===== config.mk =====
export PLATFORM = sky130hd
export DESIGN_NAME = fpga_clk_div_cfg
export DESIGN_NICKNAME = d
export VERILOG_FILES = /design/src/rtl/fpga_clk_div_cfg_pkg.sv /design/src/rtl/fpga_clk_div_ch.sv /design/src/rtl/fpga_clk_div_cfg.sv
export SDC_FILE = /design/constraint.sdc
export NUM_CORES = 1
export LEC_CHECK = 0
export ABC_AREA = 1
export ABC_CLOCK_PERIOD_IN_PS = 4750
export CAP_MARGIN = 10
export CORE_ASPECT_RATIO = 1.4
export CORE_UTILIZATION = 47
export CTS_BUF_LIST = sky130_fd_sc_hd__clkbuf_16
export DETAILED_ROUTE_END_ITERATION = 10
export PLACE_DENSITY = 0.86
export SETUP_SLACK_MARGIN = 0.05
export SYNTH_ARGS = -nofsm -noshare
export SYNTH_HDL_FRONTEND = slang
export SYNTH_HIERARCHICAL = 1
export SYNTH_SLANG_ARGS = --single-unit

===== constraint.sdc =====
create_clock -name ref_clk_i -period 4.75 [get_ports ref_clk_i]
set_input_delay 0.95 -clock ref_clk_i [delete_from_list [all_inputs] [get_ports ref_clk_i]]
set_output_delay 0.95 -clock ref_clk_i [all_outputs]
set_load 0.01 [all_outputs]

===== src/rtl/fpga_clk_div_cfg_pkg.sv =====
// rtl/fpga_clk_div_cfg_pkg.sv - shared address map, lock states and request struct for the clock divider block
// Optional PERF counter is selected with FPGA_CLK_DIV_CFG_PERF_EN.
package fpga_clk_div_cfg_pkg;

    localparam logic [4:0] ADDR_CTRL   = 5'd0;
    localparam logic [4:0] ADDR_DIV    = 5'd1;
    localparam logic [4:0] ADDR_STATUS = 5'd2;
    localparam logic [4:0] ADDR_ID     = 5'd3;
    localparam logic [4:0] ADDR_PERF   = 5'd4;

    // Channel c reports CH_ID_BASE + (c << ID_SHIFT) from its ID register.
    localparam int ID_SHIFT = 16;

    typedef enum logic {
        SETTLE = 1'b0,
        LOCKED = 1'b1
    } lock_state_e;

    typedef struct packed {
        logic [4:0]  add;
        logic [31:0] data;
        logic        wrn;
    } cfg_req_t;

endpackage


===== src/rtl/fpga_clk_div_ch.sv =====
// rtl/fpga_clk_div_ch.sv - one channel: config registers, integer divider, settle/lock FSM
// PERF counter present only when FPGA_CLK_DIV_CFG_PERF_EN is defined.
module fpga_clk_div_ch
    import fpga_clk_div_cfg_pkg::*;
#(
    parameter int          DIV_WIDTH   = 8,
    parameter int          DIV_RST     = 1,
    parameter int          LOCK_CYCLES = 16,
    parameter logic [31:0] CH_ID       = 32'h0001_0000
) (
    input  logic        clk_i,
    input  logic        rst_ni,
    input  logic        req_i,
    input  cfg_req_t    cfg_i,
    output logic        ack_o,
    output logic [31:0] r_data_o,
    output logic        lock_o,
    output logic        clk_en_o
);

    localparam int                   SW          = (LOCK_CYCLES > 1) ? $clog2(LOCK_CYCLES) : 1;
    localparam logic [SW-1:0]        SETTLE_LAST = SW'(LOCK_CYCLES - 1);
    localparam logic [SW-1:0]        SETTLE_ONE  = SW'(1);
    localparam logic [DIV_WIDTH-1:0] DIV_ONE     = DIV_WIDTH'(1);

    lock_state_e          state_q, state_d;
    logic                 ack_q;
    logic [31:0]          r_data_q, r_data_d;
    logic                 en_q;
    logic [DIV_WIDTH-1:0] div_q, div_cnt_q;
    logic [SW-1:0]        settle_cnt_q;
    logic                 sample, wr, restart, settle_done, settling, div_hit;
    logic [31:0]          perf_val;
    logic                 unused_data;

    assign sample      = req_i & ~ack_q;
    assign wr          = sample & ~cfg_i.wrn;
    // Any DIV write, or re-enabling a disabled channel, forces a fresh settle period.
    assign restart     = wr & ((cfg_i.add == ADDR_DIV) |
                               ((cfg_i.add == ADDR_CTRL) & cfg_i.data[0] & ~en_q));
    assign settle_done = (settle_cnt_q == SETTLE_LAST);
    assign div_hit     = (div_q <= DIV_ONE) | (div_cnt_q == div_q - DIV_ONE);
    assign unused_data = ^cfg_i.data;

    always_ff @(posedge clk_i or negedge rst_ni) begin
        if (!rst_ni) state_q <= SETTLE;
        else         state_q <= state_d;
    end

    always_comb begin
        state_d = state_q;
        if (restart)                                  state_d = SETTLE;
        else if (state_q == SETTLE && settle_done)    state_d = LOCKED;
    end

    always_comb begin
        lock_o   = (state_q == LOCKED);
        settling = (state_q == SETTLE);
        clk_en_o = lock_o & en_q & div_hit;
    end

    always_ff @(posedge clk_i or negedge rst_ni) begin
        if (!rst_ni) begin
            settle_cnt_q <= '0;
            div_cnt_q    <= '0;
        end else begin
            if (restart || state_q != SETTLE || settle_done) settle_cnt_q <= '0;
            else                                             settle_cnt_q <= settle_cnt_q + SETTLE_ONE;
            if (restart || !lock_o || !en_q || div_q <= DIV_ONE || div_hit) div_cnt_q <= '0;
            else                                                          div_cnt_q <= div_cnt_q + DIV_ONE;
        end
    end

    always_comb begin
        r_data_d = '0;
        if (sample && cfg_i.wrn) begin
            case (cfg_i.add)
                ADDR_CTRL:   r_data_d = {31'd0, en_q};
                ADDR_DIV:    r_data_d = 32'(div_q);
                ADDR_STATUS: r_data_d = {30'd0, settling, lock_o};
                ADDR_ID:     r_data_d = CH_ID;
                ADDR_PERF:   r_data_d = perf_val;
                default:     r_data_d = '0;
            endcase
        end
    end

    always_ff @(posedge clk_i or negedge rst_ni) begin
        if (!rst_ni) begin
            ack_q    <= 1'b0;
            r_data_q <= '0;
            en_q     <= 1'b1;
            div_q    <= DIV_WIDTH'(DIV_RST);
        end else begin
            ack_q    <= sample;
            r_data_q <= r_data_d;
            if (wr && cfg_i.add == ADDR_CTRL) en_q  <= cfg_i.data[0];
            if (wr && cfg_i.add == ADDR_DIV)  div_q <= cfg_i.data[DIV_WIDTH-1:0];
        end
    end

`ifdef FPGA_CLK_DIV_CFG_PERF_EN
    logic [31:0] perf_q;

    // Clear on write wins over a coincident increment; SETTLE does not touch it.
    always_ff @(posedge clk_i or negedge rst_ni) begin
        if (!rst_ni)                          perf_q <= '0;
        else if (wr && cfg_i.add == ADDR_PERF) perf_q <= '0;
        else if (clk_en_o)                    perf_q <= perf_q + 32'd1;
    end

    assign perf_val = perf_q;
`else
    assign perf_val = '0;
`endif

    assign ack_o    = ack_q;
    assign r_data_o = r_data_q;

endmodule


===== src/rtl/fpga_clk_div_cfg.sv =====
// rtl/fpga_clk_div_cfg.sv - N_CH independent configurable clock-enable dividers with lock indication
// Optional per-channel PERF counter enabled by FPGA_CLK_DIV_CFG_PERF_EN.
module fpga_clk_div_cfg
    import fpga_clk_div_cfg_pkg::*;
#(
    parameter int          N_CH        = 3,
    parameter int          DIV_WIDTH   = 8,
    parameter int          DIV_RST     = 1,
    parameter int          LOCK_CYCLES = 16,
    parameter logic [31:0] CH_ID_BASE  = 32'h0001_0000
) (
    input  logic              ref_clk_i,
    input  logic              rstn_glob_i,
    input  logic [N_CH-1:0]   cfg_req_i,
    output logic [N_CH-1:0]   cfg_ack_o,
    input  logic [N_CH*5-1:0] cfg_add_i,
    input  logic [N_CH*32-1:0] cfg_data_i,
    input  logic [N_CH-1:0]   cfg_wrn_i,
    output logic [N_CH*32-1:0] cfg_r_data_o,
    output logic [N_CH-1:0]   cfg_lock_o,
    output logic [N_CH-1:0]   clk_en_o
);

    for (genvar c = 0; c < N_CH; c++) begin : g_ch
        cfg_req_t ch_req;

        assign ch_req.add  = cfg_add_i[c*5 +: 5];
        assign ch_req.data = cfg_data_i[c*32 +: 32];
        assign ch_req.wrn  = cfg_wrn_i[c];

        fpga_clk_div_ch #(
            .DIV_WIDTH   (DIV_WIDTH),
            .DIV_RST     (DIV_RST),
            .LOCK_CYCLES (LOCK_CYCLES),
            .CH_ID       (CH_ID_BASE + (32'(c) << ID_SHIFT))
        ) u_ch (
            .clk_i    (ref_clk_i),
            .rst_ni   (rstn_glob_i),
            .req_i    (cfg_req_i[c]),
            .cfg_i    (ch_req),
            .ack_o    (cfg_ack_o[c]),
            .r_data_o (cfg_r_data_o[c*32 +: 32]),
            .lock_o   (cfg_lock_o[c]),
            .clk_en_o (clk_en_o[c])
        );
    end

endmodule

# [After elaboration in Yosys (flattened, before gate mapping)]
# Index checks and enable logic that the tools add are counted.
[word_totals] ff_bits=165 latch_bits=0 ram_bits=0 mem_bits_ro=0 in_bits=119 output_inout_bits=105 memories=0
[classes] addsub=9 mul=0 div=0 magnitude_cmp=3 eq_ne=15 n_shift=0 n_mux=18 n_bitwise=39 reduce_logical=42
[op_table] cell="18-bit case mux with 4 select lines" n=2
[op_table] cell="17-bit case mux with 4 select lines" n=1
[op_table] cell="18-bit 2-to-1 mux" n=2
[op_table] cell="5-bit by 2-bit == test with 1-bit output, second input constant" n=6
[op_table] cell="8-bit by 1-bit adder with 8-bit output, second input constant" n=3
[op_table] cell="8-bit == test" n=3
[op_table] cell="8-bit by 1-bit <= comparator with 1-bit output, second input constant" n=3
[op_table] cell="8-bit 2-to-1 mux" n=3
[op_table] cell="8-bit by 1-bit subtractor with 8-bit output, second input constant" n=3
[op_table] cell="1-bit bitwise AND" n=21
[op_table] cell="1-bit logical OR" n=18
[op_table] cell="17-bit 2-to-1 mux" n=1
[op_table] cell="5-bit by 1-bit == test with 1-bit output, second input constant" n=3
[op_table] cell="5-bit logical NOT" n=3
[op_table] cell="4-bit by 1-bit adder with 4-bit output, second input constant" n=3
[op_table] cell="4-bit == test, second input constant" n=3
[op_table] cell="1-bit logical AND" n=12
[op_table] cell="4-bit 2-to-1 mux" n=3
[op_table] cell="1-bit NOT" n=12
[op_table] cell="1-bit logical NOT" n=6
[op_table] cell="1-bit 2-to-1 mux" n=6
[op_table] cell="1-bit OR" n=6
[op_table] cell="2-bit nonzero test" n=3

# [Depth between registers and ports, before layout]
# Gate-level depths: netlist of the first run.
[logic_depth] word_depth=10 mapped_depth=13

# [Hierarchy]
# The synthesis of the first run kept the hierarchy.
[by_module_without_submodules] mod="fpga_clk_div_ch (g_ch[1].u_ch ...)" instances=2 cells_per_inst=233 area_each_um2=1860.5 seq_area_each_um2=803.3
[by_module_without_submodules] mod="fpga_clk_div_ch (g_ch[0].u_ch)" instances=1 cells_per_inst=234 area_each_um2=1853.0 seq_area_each_um2=803.3

# [Worst setup path after synthesis of the first run]
# No wires, ideal clock.
[synth_timing] path_kind="flip-flop to output port" from="reg g_ch[1].u_ch.div_q[0]" to="out clk_en_o[1]" t_arrival_ns=1.680 path_slack_ns=2.120 path_stages_with_launch=12 path_buffers=0 path_cell_list="dfstp_2 -> inv_2 -> ha_1 -> inv_1 -> nand2_1 -> nand2_1 -> nand2_1 -> nor2_1 -> nand3_1 -> nor2_1 -> nand3_2 -> a21oi_1"
[synth_between] elab_chain_cells=4
[synth_rtl] element="from (decl)" line="fpga_clk_div_ch.sv:30" rtl="logic [DIV_WIDTH-1:0] div_q, div_cnt_q;"
[synth_rtl] element="from (signal assigned)" line="fpga_clk_div_ch.sv:93" rtl="div_q <= DIV_WIDTH'(DIV_RST);"
[synth_rtl] element="from (signal assigned)" line="fpga_clk_div_ch.sv:98" rtl="if (wr && cfg_i.add == ADDR_DIV) div_q <= cfg_i.data[DIV_WIDTH-1:0];"
[synth_rtl] element="8-bit by 1-bit subtractor with 8-bit output" line="fpga_clk_div_ch.sv:42" rtl="assign div_hit = (div_q <= DIV_ONE) | (div_cnt_q == div_q - DIV_ONE);"
[synth_rtl] element="8-bit == test" line="fpga_clk_div_ch.sv:42"
[synth_rtl] element="1-bit OR (*)" line="fpga_clk_div_ch.sv:42"
[synth_rtl] element="1-bit bitwise AND (*)" line="fpga_clk_div_ch.sv:59" rtl="clk_en_o = lock_o & en_q & div_hit;"
[synth_rtl] element="to (decl)" line="fpga_clk_div_cfg.sv:21" rtl="output logic [N_CH-1:0] clk_en_o"
# Mark *: on every way between the ends. The rest lies on a longest branch, timed or not.

# [Worst setup path in the final report of the first run]
[layout_timing] from="reg g_ch[0].u_ch.div_q[0]" to="out clk_en_o[0]"
[layout_between] elab_chain_cells=4
[layout_rtl] element="from (decl)" line="fpga_clk_div_ch.sv:30"
[layout_rtl] element="from (signal assigned)" line="fpga_clk_div_ch.sv:93"
[layout_rtl] element="from (signal assigned)" line="fpga_clk_div_ch.sv:98"
[layout_rtl] element="8-bit by 1-bit subtractor with 8-bit output" line="fpga_clk_div_ch.sv:42"
[layout_rtl] element="8-bit == test" line="fpga_clk_div_ch.sv:42"
[layout_rtl] element="1-bit OR (*)" line="fpga_clk_div_ch.sv:42"
[layout_rtl] element="1-bit bitwise AND (*)" line="fpga_clk_div_ch.sv:59"
# Marks and branches as above.

==> out/results.tsv, run 1 <==
metric	value	unit
syn_area	5570	um2
cp-endpoint	clk_en_o[0]	
period_share	79.4	%
cp-startpoint	g_ch[0].u_ch/div_q[0]	
max_cap_viol_count	0	
routed-via-count	4433	
critical-path-top-delay-family	buffers and inverters	
hold_start	g_ch[2].u_ch/ack_o	
critical-path-max-stage-delay	0.60	ns
place.gp.congestion	0.832	
crit_top_cell	nand2_1	
synth_edf_count	0	
grt_max_degree	66	
synthAdderAreaFrac	2.69	%
hold_violations	0	
dp_hpwl	8.26	mm
ir_worst_vdd	165	uV
use_met3	4.69	%
cp.arrival	2.82	ns
layout_common_cells	137 x nand2_1, 114 x nor2_1, 90 x dfrtp_1, 87 x inv_1, 82 x clkdlybuf4s50_1	
finalSetupViolations	0	
avgSynthCellArea	7.96	um2
yosysUniqueCellTypes	33	
fillerInstances	1028	
area_growth	18.2	%
grt_pass1_vias	4077	
viasPerCell	4.73	
n_antenna_cell	0	
ys_dominant_reg_cell	dfrtp_1	
cts_setup_buffers	0	
critical_path_buf_inv_count	3	
insertion_delay	0.34	ns
rr_worst_depth	12	
regArea	2410	um2
die_area	12300	um2
cts_inserted_buffers	9	
r2r_slack	2.78	ns
period_minus_slack	3.77	ns
path_cells	inv_2 > ha_1 > inv_1 > nand2_1 > nand2_1 > nor2_1 > nand2_1 > nor2_1 > nand2_1 > nor2_1 > nand2_1 > a21oi_1 > clkdlybuf4s50_1	
path_depth	13	
grt_overflow_total	0	
slew_headroom	46.3	%
clockBufferDepth	2	
post_cts_resize_count	0	
worst_pin_slew	0.806	ns
crit_fanout	6	
grt_busiest_layer	met2	
outcome	completed	
p_leak	3.28	nW
fin_nets	919	
hold_buffers	0	
r2r_start	g_ch[1].u_ch/div_q[0]	
grt_pass1_wl	17.9	mm
die_w	94.0	um
synthSimpleGateAreaFrac	28.2	%
synthMuxAreaShare	0.808	%
drive_gt1_share	8.20	%
synth-async-reset-ratio	100	%
synth_top_family_by_area	simple AND/OR/NAND/NOR gates	
clock_skew	0.00559	ns
crit_path_end_kind	output port	
fmax	265	MHz
place_area	6300	um2
drt_iter0_markers	129	
synth_compound_gate_area_share	4.44	%
yosysSeqAreaShare	43.2	%
grt_use_met1	21.5	%
drt-total-wl	10.9	mm
grt_usage	18.7	%
yosys_warnings	6	
use_met2	33.7	%
rsz0062_at_grt	false	
rows	46	
final_common_cell	nand2_1	
fin_area	6590	um2
required	3.80	ns
coreArea	11500	um2
h-tree-depth	3	
multi_input_area	2520	um2
hp-class	reg2reg	
startpoint_type	flip-flop	
wl_per_cell	11.7	um
fin_setup_tns	0	ns
first_pass_iters	4	
start_util	48.7	%
grt_antenna_before_repair	0	
synthXorXnorAreaFrac	4.56	%
synthCells	700	
cts_sinks	96	
root_buffer	clkbuf_16	
synth_seq_cells	96	
timing.rr.end	g_ch[1].u_ch/div_cnt_q[1]	
maxSlewViolCount	0	
cts_tree	yes	
clkTransAtPathRegs	0.06	ns
critPathSlowestCell	dfstp_2	
drc	0	
ios	224	
path_class	reg2out	
ant_nets	0	
port_buffers	83	
die_y	131	um
pwr_density_cell	314	nW/um2
==> Yosys cell counts (9+ instances only) <==
cell type / instances / share of area, %
a21oi_1: 27 / 2.4
buf_4: 69 / 9.3
dfrtp_1: 90 / 40
ha_1: 12 / 2.7
inv_1: 85 / 5.7
inv_2: 9 / 0.61
nand2_1: 137 / 9.2
nand3_1: 30 / 2.7
nor2_1: 114 / 7.7
nor3_1: 23 / 2.1
o21ai_0: 11 / 0.99
xnor2_1: 11 / 1.7
xor2_1: 18 / 2.8
==> per-layer routing <==
metal | part of all wire [%] | routed length (um)
met1 | 40 | 4430
met2 | 51 | 5610
met3 | 6.3 | 686
met4 | 1.9 | 205
met5 | 0 | 0
==> registers in the layout, summed over array words and instances, names as in the netlist <==
register and flops:
g_ch.u_ch/ack_o 3, g_ch.u_ch/div_cnt_q 24, g_ch.u_ch/div_q 24, g_ch.u_ch/settle_cnt_q 12
g_ch.u_ch/r_data_o 27, g_ch.u_ch/lock_o 3, g_ch.u_ch/en_q 3
==> final cells by class <==
class	count	area share (%)
timing repair buffer	84	12.7
sequential	96	36.6
clock inverter	7	0.987
inverter	94	5.35
clock buffer	9	3.42
multi-input combinational	503	38.3
tap	144	2.73
==> worst register-to-register path, delay by kind of cell (launching register included) <==
| kind | cells | cell delay, ns |
|---|---|---|
| adders and majority gates | 1 | 0.32 |
| buffers and inverters | 2 | 0.14 |
| DFF | 1 | 0.58 |
| and+or+nand+nor | 9 | 0.82 |
==> stage by stage <==
| step | hold WS [ns] | instances | utilization, % | setup slack [ns] | power, mW |
|---|---|---|---|---|---|
| 4_1_cts | 0.460 | 937 | 57.5 | 0.965 | 2.09 |
| 2_1_floorplan | 0.433 | 765 | - | 2.12 | 1.28 |
| 3_5_place_dp | 0.447 | 921 | 55.0 | 1.38 | 1.38 |
| 3_3_place_gp | 0.439 | 921 | 55.0 | 1.41 | 1.36 |
| 6_report | 0.453 | 937 | 57.5 | 0.978 | 2.07 |
| 5_1_grt | 0.481 | 937 | 57.5 | 0.756 | 2.19 |
==> report_power, final <==
| group | switching [mW] | internal, mW | total (mW) | leakage [nW] |
|---|---|---|---|---|
| logic | 0.242 | 0.159 | 0.401 | 1.92 |
| clock network | 0.299 | 0.403 | 0.702 | 0.142 |
| registers | 0.0717 | 0.893 | 0.965 | 1.21 |
==> kinds of logic after synthesis <==
kind of cell | Yosys count
muxes | 4
xor gates and xnor gates | 29
adders and majority gates | 12
AOI/OAI and AO/OA | 47
buffers and inverters | 166
other | 3
DFF | 96
and+or+nand+nor | 343
==> worst min-delay path by stage <==
stage | depth (start not counted) | slack [ns] | endpoint
4_1_cts | 1 | 0.46 | g_ch[2].u_ch/ack_o
6_report | 1 | 0.45 | g_ch[2].u_ch/ack_o
3_5_place_dp | 1 | 0.45 | g_ch[2].u_ch/ack_o
2_1_floorplan | 1 | 0.43 | g_ch[0].u_ch/settle_cnt_q[0]
3_3_place_gp | 1 | 0.44 | g_ch[2].u_ch/ack_o
5_1_grt | 1 | 0.48 | g_ch[1].u_ch/settle_cnt_q[0]
(Power assumes the default switching activity.)
==> run 2: changes to the inputs <==
- ABC_CLOCK_PERIOD_IN_PS: 4750 -> 3500
- CORE_UTILIZATION: 47 -> 44
- PLACE_DENSITY: 0.86 -> 0.81
- clock period: 4.75 -> 3.5 ns (I/O delays scaled with it)
==> out/results.tsv, run 2 (synthesis results as in run 1) <==
metric	value	unit
cts_inserted_buffers	9	
clock_skew	0.00712	ns
grt_usage	17.5	%
grt_max_degree	53	
die_area	13100	um2
r2r_start	g_ch[1].u_ch/div_q[0]	
n_antenna_cell	0	
fillerInstances	1126	
dp_hpwl	8.35	mm
grt_pass1_vias	4212	
first_pass_iters	5	
startpoint_type	flip-flop	
p_leak	3.32	nW
clkTransAtPathRegs	0.07	ns
die_w	97.1	um
grt_pass1_wl	18.8	mm
required	2.80	ns
hold_buffers	0	
viasPerCell	4.61	
hp-class	in2async	
fin_nets	919	
drive_gt1_share	8.45	%
wl_per_cell	11.7	um
worst_pin_slew	0.574	ns
hold_violations	0	
coreArea	12300	um2
cts_sinks	96	
cts_tree	yes	
outcome	completed	
die_y	135	um
place.gp.congestion	0.862	
path_class	reg2out	
insertion_delay	0.34	ns
final_common_cell	nand2_1	
root_buffer	clkbuf_16	
port_buffers	83	
period_minus_slack	3.17	ns
max_cap_viol_count	0	
area_growth	18.7	%
rows	48	
crit_fanout	6	
timing.hold.ws	0.359	ns
maxSlewViolCount	0	
routed-via-count	4351	
period_share	90.6	%
grt_antenna_before_repair	0	
slew_headroom	61.7	%
finalSetupViolations	0	
drc	0	
start_util	45.3	%
cp.arrival	2.47	ns
rsz0062_at_grt	false	
layout_common_cells	137 x nand2_1, 114 x nor2_1, 90 x dfrtp_1, 86 x inv_1, 79 x clkdlybuf4s50_1	
cp-startpoint	g_ch[2].u_ch/div_q[0]	
ant_nets	0	
pwr_density_cell	427	nW/um2
clockBufferDepth	2	
drt_iter0_markers	104	
fin_setup_tns	0	ns
h-tree-depth	3	
grt_overflow_total	0	
ir_worst_vdd	209	uV
crit_path_end_kind	output port	
fmax	315	MHz
ios	224	
final_core_util	53.8	%
rr_worst_depth	12	
drt-total-wl	11.0	mm
largest_reg_flops	27	
[run 2: cell types whose count changed in the layout (fill, tap and decap cells not counted), sizes merged]
cell	delta
clkdlybuf4s50	-3
clkinv	+1
clkinvlp	-2
dlygate4sd2	+2
dlymetal6s2s	+1
inv	+1
[run 2: critical path, stage by stage, from the launching register on]
cell	delay, ns
dfstp_2	0.58
inv_2	0.08
ha_1	0.33
inv_1	0.06
nand2_1	0.05
nand2_1	0.06
nand2_1	0.05
nor2_1	0.09
nand3_1	0.08
nor2_1	0.13
nand3_2	0.11
a21oi_1	0.22
dlygate4sd2_1	0.31
[run 2: final cells by class]
type / instances / area [um2] / area share (%)
Clock buffer: 9 / 225 / 3.40
Clock inverter: 7 / 68.8 / 1.04
Inverter: 94 / 353 / 5.33
Multi-Input combinational cell: 503 / 2530 / 38.2
Sequential cell: 96 / 2410 / 36.4
Tap cell: 150 / 188 / 2.84
Timing Repair Buffer: 84 / 848 / 12.8
[run 2: layer usage]
metal	track usage [%]	vias up	share of wire, %
li1	-	2215	-
met1	20.2	2011	42
met2	32.4	111	52
met3	3.35	14	4.1
met4	6.14	0	1.5
met5	0	-	0
[run 2: where the power goes]
group / internal [mW] / switching (mW) / total, mW
clock network: 0.554 / 0.416 / 0.970
registers: 1.21 / 0.0997 / 1.31
logic: 0.217 / 0.328 / 0.545
[run 2: final timing paths]
path	slack, ns	to
setup / recovery	0.33	clk_en_o[2]
hold / removal	0.36	g_ch[2].u_ch/div_q[7]
setup reg to reg	1.51	g_ch[1].u_ch/div_cnt_q[0]
hold reg to reg	0.45	g_ch[1].u_ch/ack_o
max in group asynchronous	2.41	g_ch[1].u_ch/div_q[0]
min in group ref_clk_i	0.45	g_ch[1].u_ch/ack_o
[run 2: what timing repair did]
action	4_1_cts	5_1_grt
cloned	0	0
setup endpoints to repair	3	1
pin swaps	0	1
resized for setup	3	1
buffers inserted	0	0
[run 2: metrics by stage]
stage                     instances  instance area (um2)  total power, mW  setup slack [ns]
after floorplan                 765                 5820             1.74              1.12
after global placement          927                 6320             1.86             0.400
after detailed placement        927                 6320             1.88             0.389
after CTS                       943                 6620             2.87            0.0944
after global routing            943                 6620             2.99             0.105
final                           943                 6620             2.83             0.328
==> run 3: changes to the inputs <==
- CTS_BUF_LIST: sky130_fd_sc_hd__clkbuf_16 -> unset
- MAX_ROUTING_LAYER: unset -> met4
- SETUP_SLACK_MARGIN: 0.05 -> 0.5
==> out/results.tsv, run 3 (synthesis results as in run 1) <==
metric	value	unit
rsz0062_at_grt	true	
viasPerCell	4.63	
clkTransAtPathRegs	0.07	ns
die_y	135	um
fin_nets	924	
pwr_density_cell	429	nW/um2
timing.rr.end	g_ch[1].u_ch/div_cnt_q[0]	
grt_pass1_wl	19.0	mm
maxSlewViolCount	0	
hp-class	in2async	
grt_usage	18.3	%
path_class	reg2out	
rows	48	
clockBufferDepth	2	
layout_common_cells	136 x nand2_1, 113 x nor2_1, 90 x dfrtp_1, 85 x inv_1, 79 x clkdlybuf4s50_1	
ios	224	
n_antenna_cell	0	
slew_headroom	61.8	%
regArea	2410	um2
largest_reg_flops	27	
drt-total-wl	11.3	mm
max_cap_viol_count	0	
worst_pin_slew	0.572	ns
cp.arrival	2.23	ns
fin_setup_tns	0	ns
period_minus_slack	2.93	ns
crit_path_end_kind	output port	
drt_iter0_markers	115	
area_growth	20.0	%
startpoint_type	flip-flop	
r2r_start	g_ch[1].u_ch/div_q[0]	
finalSetupViolations	0	
clock_skew	0.00694	ns
insertion_delay	0.34	ns
p_leak	3.32	nW
r2r_slack	1.44	ns
multi_input_area	2570	um2
die_area	13100	um2
required	2.80	ns
fillerInstances	1112	
hold_buffers	0	
grt_pass1_vias	4270	
grt_overflow_total	0	
place.gp.congestion	0.876	
ir_worst_vdd	209	uV
first_pass_iters	4	
period_share	83.6	%
wl_per_cell	11.9	um
crit_fanout	6	
outcome	completed	
grt_antenna_before_repair	0	
die_w	97.1	um
final_common_cell	nand2_1	
cts_sinks	96	
ant_nets	0	
dp_hpwl	8.35	mm
routed-via-count	4392	
drc	0	
coreArea	12300	um2
dpl.cell_count	927	
drive_gt1_share	10.4	%
cts_inserted_buffers	9	
h-tree-depth	3	
rr_worst_depth	14	
grt_max_degree	53	
start_util	45.3	%
stdcell_count	948	
hold_violations	0	
cts_tree	yes	
port_buffers	83	
fmax	342	MHz
root_buffer	clkbuf_16	
final_core_util	54.3	%
run 3: changes by cell type in the layout (fill, tap and decap cells not counted), moves of 2 or more:
cell	before	now
a21oi_1	26	24
ha_4	0	2
dlygate4sd2_1	2	0
a21oi_2	1	3
buf_2	0	3
ha_1	12	9
buf_4	1	6
run 3: where the power goes:
part	leakage (nW)	switching [mW]	internal, mW
combinational	1.95	0.337	0.226
sequential	1.21	0.0969	1.21
clock	0.151	0.418	0.579
total	3.32	0.852	2.02
run 3: how the worst max path moves through the flow:
stage | startpoint | end | slack, ns | cells past startpoint
2_1_floorplan | g_ch[1].u_ch/div_q[0] | clk_en_o[1] | 1.12 | 11
5_1_grt | g_ch[2].u_ch/div_q[0] | clk_en_o[2] | 0.45 | 12
4_1_cts | g_ch[2].u_ch/div_q[0] | clk_en_o[2] | 0.52 | 12
3_5_place_dp | g_ch[2].u_ch/div_q[0] | clk_en_o[2] | 0.39 | 12
6_report | g_ch[2].u_ch/div_q[0] | clk_en_o[2] | 0.57 | 12
3_3_place_gp | g_ch[2].u_ch/div_q[0] | clk_en_o[2] | 0.40 | 12
run 3: metrics by stage:
step,area (um2),total power [mW],hold slack [ns],setup WS (ns)
4_1_cts,6660,2.90,0.367,0.517
6_report,6690,2.87,0.353,0.573
3_3_place_gp,6320,1.86,0.445,0.400
2_1_floorplan,5820,1.74,0.404,1.12
5_1_grt,6690,3.03,0.398,0.454
3_5_place_dp,6320,1.88,0.447,0.389
run 3: metal layers:
metal	global-route usage [%]	routed length, um	part of all wire [%]
met1	20.3	4610	41
met2	33.2	5990	53
met3	3.25	490	4.4
met4	6.14	163	1.4
met5	-	0	0
run 3: layout make-up:
class	count	area share (%)
clock buffer	11	3.63
clock inverter	5	0.916
inverter	94	5.27
multi-input combinational	503	38.4
sequential	96	36.0
tap	150	2.80
timing repair buffer	89	13.0
run 3: timing repair:
action,in CTS,in global routing
gates resized for setup,17,4
endpoints found under the setup margin,3,3
setup buffers,4,1
pin swaps,5,7
hold endpoints to repair,0,0
gates cloned,0,0
run 3: critical path, cell delays in order, from the launching register on:
cell     delay (ns)
dfstp_2        0.55
inv_2          0.07
ha_2           0.29
inv_1          0.06
nand2_1        0.04
nand2_1        0.06
nand2_1        0.05
nor2_1         0.09
nand3_1        0.08
nor2_1         0.13
nand3_2        0.12
a21oi_2        0.19
buf_2          0.16
